--- config.mk ---
export PLATFORM = sky130hd
export DESIGN_NAME = rst_seq
export DESIGN_NICKNAME = d
export VERILOG_FILES = /design/src/rtl/rst_seq.sv
export SDC_FILE = /design/constraint.sdc
export NUM_CORES = 1
export LEC_CHECK = 0
export CAP_MARGIN = 20
export CORE_ASPECT_RATIO = 0.6
export CORE_MARGIN = 2
export CORE_UTILIZATION = 30
export CTS_BUF_LIST = sky130_fd_sc_hd__clkbuf_2
export DETAILED_ROUTE_END_ITERATION = 16
export GPL_ROUTABILITY_DRIVEN = 1
export PLACE_DENSITY = 0.48
export SYNTH_ARGS = -nofsm -noshare
export SYNTH_HDL_FRONTEND = slang
export SYNTH_SLANG_ARGS = --single-unit
--- constraint.sdc ---
create_clock -name clk_sys_i -period 2.6 [get_ports clk_sys_i]
set_input_delay 0.52 -clock clk_sys_i [delete_from_list [all_inputs] [get_ports clk_sys_i]]
set_output_delay 0.52 -clock clk_sys_i [all_outputs]
set_load 0.1 [all_outputs]
--- src/rtl/rst_seq.sv ---
// rst_seq: staged reset release for the system, ADC and Wishbone domains.
// rstn_i asserts everything asynchronously; its release and locked_i are
// resynchronised to clk_sys_i. Releases are gated on lock, step through
// fixed-length stages, and a sticky timeout flags a lock that never arrives.
module rst_seq #(
    parameter int SYNC_STAGES  = 3,
    parameter int STAGE_DELAY  = 16,
    parameter int LOCK_TIMEOUT = 1024
) (
    input  logic       clk_sys_i,
    input  logic       rstn_i,
    input  logic       locked_i,
    input  logic       rst_req_i,
    output logic       rstn_sys_o,
    output logic       rstn_adc_o,
    output logic       rstn_wb_o,
    output logic       ready_o,
    output logic       timeout_o,
    output logic [2:0] state_o
);

    localparam int CNT_MAX = (STAGE_DELAY > LOCK_TIMEOUT) ? STAGE_DELAY : LOCK_TIMEOUT;
    localparam int CW      = $clog2(CNT_MAX) + 1;

    localparam logic [CW-1:0] STAGE_LAST = CW'(STAGE_DELAY - 1);
    localparam logic [CW-1:0] LOCK_LAST  = CW'(LOCK_TIMEOUT - 1);

    localparam logic [2:0] S_RESET     = 3'd0;
    localparam logic [2:0] S_WAIT_LOCK = 3'd1;
    localparam logic [2:0] S_REL_SYS   = 3'd2;
    localparam logic [2:0] S_REL_ADC   = 3'd3;
    localparam logic [2:0] S_REL_WB    = 3'd4;
    localparam logic [2:0] S_RUN       = 3'd5;
    localparam logic [2:0] S_TIMEOUT   = 3'd6;

    logic [SYNC_STAGES-1:0] rst_sync;
    logic [SYNC_STAGES-1:0] lock_sync;
    logic                   rst_n_s;
    logic                   locked_s;

    logic [2:0]    state;
    logic [2:0]    state_nxt;
    logic [CW-1:0] cnt;
    logic [CW-1:0] cnt_nxt;
    logic          timeout_nxt;
    logic          released;

    assign rst_n_s  = rst_sync[SYNC_STAGES-1];
    assign locked_s = lock_sync[SYNC_STAGES-1];
    assign state_o  = state;

    // Reset-release synchronizer: clears at once, fills with ones on clk.
    always_ff @(posedge clk_sys_i or negedge rstn_i) begin
        if (!rstn_i) rst_sync <= '0;
        else         rst_sync <= {rst_sync[SYNC_STAGES-2:0], 1'b1};
    end

    // Lock synchronizer, cleared by reset so lock is re-qualified after it.
    always_ff @(posedge clk_sys_i or negedge rstn_i) begin
        if (!rstn_i) lock_sync <= '0;
        else         lock_sync <= {lock_sync[SYNC_STAGES-2:0], locked_i};
    end

    // Next-state logic; an abort outranks any stage advance.
    always_comb begin
        state_nxt   = state;
        cnt_nxt     = cnt;
        timeout_nxt = timeout_o;
        released    = (state == S_REL_SYS) || (state == S_REL_ADC) ||
                      (state == S_REL_WB)  || (state == S_RUN);
        case (state)
            S_RESET: begin
                if (rst_n_s) begin
                    state_nxt = S_WAIT_LOCK;
                    cnt_nxt   = '0;
                end
            end
            S_WAIT_LOCK: begin
                if (rst_req_i) begin
                    cnt_nxt = '0;
                end else if (locked_s) begin
                    state_nxt = S_REL_SYS;
                    cnt_nxt   = '0;
                end else if (cnt == LOCK_LAST) begin
                    state_nxt   = S_TIMEOUT;
                    cnt_nxt     = '0;
                    timeout_nxt = 1'b1;
                end else begin
                    cnt_nxt = cnt + 1'b1;
                end
            end
            S_TIMEOUT: begin
                if (rst_req_i) begin
                    state_nxt = S_WAIT_LOCK;
                    cnt_nxt   = '0;
                end else if (locked_s) begin
                    state_nxt = S_REL_SYS;
                    cnt_nxt   = '0;
                end
            end
            S_REL_SYS, S_REL_ADC, S_REL_WB, S_RUN: begin
                if (rst_req_i || !locked_s) begin
                    state_nxt = S_WAIT_LOCK;
                    cnt_nxt   = '0;
                end else if (state != S_RUN) begin
                    if (cnt == STAGE_LAST) begin
                        state_nxt = state + 3'd1;
                        cnt_nxt   = '0;
                    end else begin
                        cnt_nxt = cnt + 1'b1;
                    end
                end
            end
            default: begin
                state_nxt = S_RESET;
                cnt_nxt   = '0;
            end
        endcase
        if (!released && (state != S_WAIT_LOCK) && (state != S_TIMEOUT) &&
            (state != S_RESET)) begin
            state_nxt = S_RESET;
        end
    end

    // State, counter and outputs; outputs are decoded from the next state
    // so they toggle on the same edge as the state register.
    always_ff @(posedge clk_sys_i or negedge rstn_i) begin
        if (!rstn_i) begin
            state      <= S_RESET;
            cnt        <= '0;
            timeout_o  <= 1'b0;
            rstn_sys_o <= 1'b0;
            rstn_adc_o <= 1'b0;
            rstn_wb_o  <= 1'b0;
            ready_o    <= 1'b0;
        end else begin
            state      <= state_nxt;
            cnt        <= cnt_nxt;
            timeout_o  <= timeout_nxt;
            rstn_sys_o <= (state_nxt >= S_REL_SYS) && (state_nxt <= S_RUN);
            rstn_adc_o <= (state_nxt >= S_REL_ADC) && (state_nxt <= S_RUN);
            rstn_wb_o  <= (state_nxt >= S_REL_WB)  && (state_nxt <= S_RUN);
            ready_o    <= (state_nxt == S_RUN);
        end
    end

endmodule

==> metrics, run 1 <==
clock sink total 25; Initial Utilization 0.323; largest net degree at the start of global routing 26; vias in the first global route 1,099; area of the core 4230 µm²; CTS H-tree depth 1; Data arrival, critical path 2.60 ns; Distinct cells, synth 44; CP endpoint kind register; Final GP Congestion 0.774; Root Buffer clkbuf_2; antenna-violating nets left 0; Finished Layout Cells 216; Placed Cells 212; Final Core Density 0.372; Post-Syn Area 1370 µm²; Post-route DRC 0; Hold WS 0.390 ns; status finished, final reports clean; fmax 0.434 GHz; Final nets 167; DRT Wirelength 3120 µm; # resized after CTS 0; Data required, critical path 2.89 ns; top cells by count, synth 25 x dfrtp_1, 15 x o21ai_0, 14 x nor2_1, 10 x nand2_1; Clock transition at path regs 0.27 ns; FILL cells 456; post-synthesis register bit count 25; area of the multi-input gates 717 µm²; RSZ-0062 raised after global routing false; setup TNS 0 ns; clock buffer depth 2; main flop type after synthesis dfrtp_1; vias post-DR 1,101; total CTS buffers 3; slew margin rel. 0.606; total grt overflow 0; share of layout cells above drive strength 1 0.179; ranking of synthesized cells by area dfrtp_1 46%, ha_1 5.5%, o21ai_0 5.5%; max-cap viol count 0; Slew @ Worst Pin 0.591 ns; Pwr Density 650 nW/µm²; first-pass GRT wire length 5400 µm; EDFF count, synth 0; Die Area 5140 µm²; clock skew 0.0130 ns; final period utilization 0.886; Startpoint Class register; Synth async-reset ratio 1.00; row count 18; Layout area overhead 15.1%; IO Port Bufs 11; worst skew pair latency 0.36 ns; Avg Cell Area, Syn 9.78 µm²; initial antenna violation count 0; maximum VDD drop 0.205 mV; Static Leak 0.679 nW; Syn Nets 150; Yosys top cell by area dfrtp_1; Post-CTS Setup Inserts 0; wire per inst 14.5 µm; Synth top area share 0.457; Ys Warns 0; most common cell in the netlist dfrtp_1; TritonCTS clock tree built; die height 56.3 µm; Crit Path Category register to register; Seq/Total Area, Yosys 0.457; Starting DRT DRC Count 69; crit path time final 2.30 ns; Ports 12; worst-path fanout max 16; floorplan die width 91.2 µm; Syn Inst Count 140; GRT Total Usage 0.132; register area 628 µm²; Detailed Routing Iterations Pass 1 4; final hold vios 0; DP Wirelength 2360 µm; CTS Hold Bufs 0; fin. max-slew vios 0; diodes inserted 0; drt via density 5.10; Final Setup Violations 0; hold crit path type register to register
-- cells by family (layout without fill, tap and decap cells) --
logic type,count (synthesis),after routing,share of synthesized area
multiplexers,2,2,0.0155
buffers and inverters,7,23,0.0192
other,1,1,0.00274
AO/OA/AOI/OAI,39,39,0.187
adder cells (fa/ha/maj),6,6,0.0548
flip-flops,25,25,0.457
AND/OR/NAND/NOR,59,59,0.257
XOR/XNOR,1,1,0.00640
-- per-stage QoR --
| step | worst slack, ns | power [mW] | cell area, µm² |
|---|---|---|---|
| after floorplan | 0.0866 | 0.751 | 1370 |
| after global placement | 0.138 | 0.850 | 1550 |
| after detailed placement | 0.0875 | 0.857 | 1550 |
| after CTS | 0.300 | 1.03 | 1580 |
| after global routing | 0.0820 | 1.09 | 1580 |
| final | 0.295 | 1.02 | 1580 |
-- cells in the final DEF (no fill, tap or decap), types with 3 or more instances in the layout --
master            n
dfrtp_1          23
o21ai_0          15
nor2_1           14
buf_4            11
nand2_1          10
nand4_1           6
ha_1              6
a21oi_1           5
nand3_1           5
inv_1             4
nor3_1            3
nor2b_1           3
clkbuf_2          3
clkdlybuf4s50_1   3
-- critical path: stages, from the launching register on --
cell	delay, ns
dfrtp_2	0.53
inv_1	0.11
ha_1	0.37
nand3b_1	0.18
nor2_1	0.06
a311o_1	0.48
nor2_4	0.26
nand2_1	0.07
o31ai_1	0.18
-- power breakdown --
group          switching [mW]  total, mW  internal, mW
Clock                   0.129      0.170        0.0403
Sequential             0.0359      0.449         0.413
Combinational           0.283      0.405         0.123
Total                   0.448       1.02         0.576
-- registers in the layout (all words and copies together) (netlist names), 3 cells and up --
register,count
cnt,11
rst_sync,3
lock_sync,3
state_o,3
-- worst paths after layout --
path / from / to / slack, ns / depth (start not counted)
hold / removal: lock_sync[0] / lock_sync[1] / 0.39 / 0
setup reg to reg: state_o[1] / cnt[9] / 0.30 / 8
setup / recovery: state_o[1] / cnt[9] / 0.30 / 8
hold reg to reg: lock_sync[0] / lock_sync[1] / 0.39 / 0
max in group asynchronous: rstn_i / state_o[2] / 1.86 / 2
min in group asynchronous: rstn_i / cnt[1] / 0.47 / 2
-- routing by layer --
metal | part of all wire | wire, µm | up-vias | track usage
li1 | - | - | 550 | -
met1 | 0.55 | 1700 | 531 | 0.199
met2 | 0.41 | 1290 | 18 | 0.192
met3 | 0.039 | 121 | 2 | 0.0403
met4 | 0.0032 | 10 | 0 | 0.0130
met5 | 0 | 0 | - | 0
-- area by class of cell --
cell class                      count  share of cell area
Clock buffer                        3             0.00953
Clock inverter                      1             0.00556
Inverter                            5              0.0119
Multi-Input combinational cell    108               0.455
Sequential cell                    25               0.399
Tap cell                           60              0.0477
Timing Repair Buffer               14              0.0715
No activity file was read; power rests on OpenSTA's default activity.
==> inputs of run 2 (changes only) <==
CAP_MARGIN = unset   (was 20)
PLACE_DENSITY = unset   (was 0.48)
PLACE_DENSITY_LB_ADDON = 0.2   (was unset)
==> metrics, run 2 (synthesis results as in run 1) <==
status finished, final reports clean; wire per inst 14.3 µm; Reg with most FFs cnt; Data required, critical path 2.91 ns; Slew @ Worst Pin 0.595 ns; Startpoint Class register; first-pass GRT wire length 5290 µm; hold crit path type register to register; hold_sp lock_sync[1]; die height 56.3 µm; max FFs per register 11; FILL cells 436; Post-CTS Setup Inserts 0; Layout area overhead 16.2%; Final Setup Violations 0; clock buffer depth 2; commonest non-fill, non-tap cells in the layout 23 x dfrtp_1, 15 x o21ai_0, 14 x nor2_1; Clock transition at path regs 0.27 ns; most common cell after layout, fill and taps aside dfrtp_1; row count 18; max-cap viol count 0; Detailed Routing Iterations Pass 1 4; Placed Cells 214; TritonCTS clock tree built; total grt overflow 0; IO Port Bufs 11; worst skew pair latency 0.36 ns; GRT Total Usage 0.129; Data arrival, critical path 2.73 ns; maximum VDD drop 0.220 mV; CTS Hold Bufs 0; CP endpoint kind register; floorplan die width 91.2 µm; DP Wirelength 2310 µm; Final GP Congestion 0.818; Post-route DRC 0; crit path from state_o[1]; Initial Utilization 0.323; crit path time final 2.43 ns; CTS H-tree depth 1; DRT Wirelength 3110 µm; final hold vios 0; Ports 12; clock sink total 25; Crit Path Category register to register; clock skew 0.00950 ns; final period utilization 0.933; fmax 0.412 GHz; antenna-violating nets left 0; Pwr Density 644 nW/µm²; largest net degree at the start of global routing 26; vias in the first global route 1,105; setup TNS 0 ns; Die Area 5140 µm²; Static Leak 0.690 nW; slew margin rel. 0.603; diodes inserted 0; RSZ-0062 raised after global routing false; Root Buffer clkbuf_2; area of the core 4230 µm²; total CTS buffers 3; Starting DRT DRC Count 52; fin. max-slew vios 0; initial antenna violation count 0; Finished Layout Cells 218; drt via density 5.34; # resized after CTS 0; share of layout cells above drive strength 1 0.190; Final nets 169; vias post-DR 1,165; reg2reg start state_o[1]; worst-path fanout max 16
run 2: changes by cell type in the layout (fill, tap and decap cells not counted):
cell,previous run,this run
buf_4,11,13
run 2: power breakdown:
part           internal, mW  switching [mW]
registers             0.413          0.0368
clock network        0.0404           0.131
logic                 0.123           0.279
run 2: stage by stage:
stage	setup slack (ns)	power [mW]	util	instance area (µm²)	hold slack [ns]
global route	0.0274	1.10	0.376	1590	0.401
finish	0.173	1.02	0.376	1590	0.385
detailed placement	0.117	0.858	0.370	1570	0.335
global placement	0.243	0.846	0.370	1570	0.334
floorplan	0.0866	0.751	-	1370	0.224
CTS	0.247	1.04	0.376	1590	0.391
run 2: path summary, 6_finish.rpt:
kind	endpoint	cells past startpoint	slack (ns)
setup / recovery	cnt[9]	8	0.17
hold / removal	lock_sync[2]	0	0.38
setup reg to reg	cnt[9]	8	0.17
hold reg to reg	lock_sync[2]	0	0.38
max in group asynchronous	state_o[2]	2	1.87
min in group asynchronous	cnt[3]	2	0.47
run 2: worst max-delay path, cell delays in order, from the launching register on:
cell and delay, ns:
dfrtp_2 0.54, inv_1 0.12, ha_1 0.38, nand3b_1 0.20
nor2_1 0.08, a311o_1 0.49, nor2_4 0.27, nand2_1 0.09
o31ai_1 0.20
run 2: per-layer routing:
layer,track usage,routed length [µm],vias to the layer above
met5,0,0,-
met4,0.0346,51,0
met3,0.0403,163,10
met2,0.183,1310,42
met1,0.188,1590,559
li1,-,-,554
run 2: layout make-up:
class	instances	area (µm²)	share of cell area
clock inverter	1	8.76	0.00551
clock buffer	3	15.0	0.00944
inverter	5	18.8	0.0118
sequential	25	628	0.395
multi-input combinational	108	717	0.451
tap	60	75.1	0.0472
timing repair buffer	16	128	0.0803
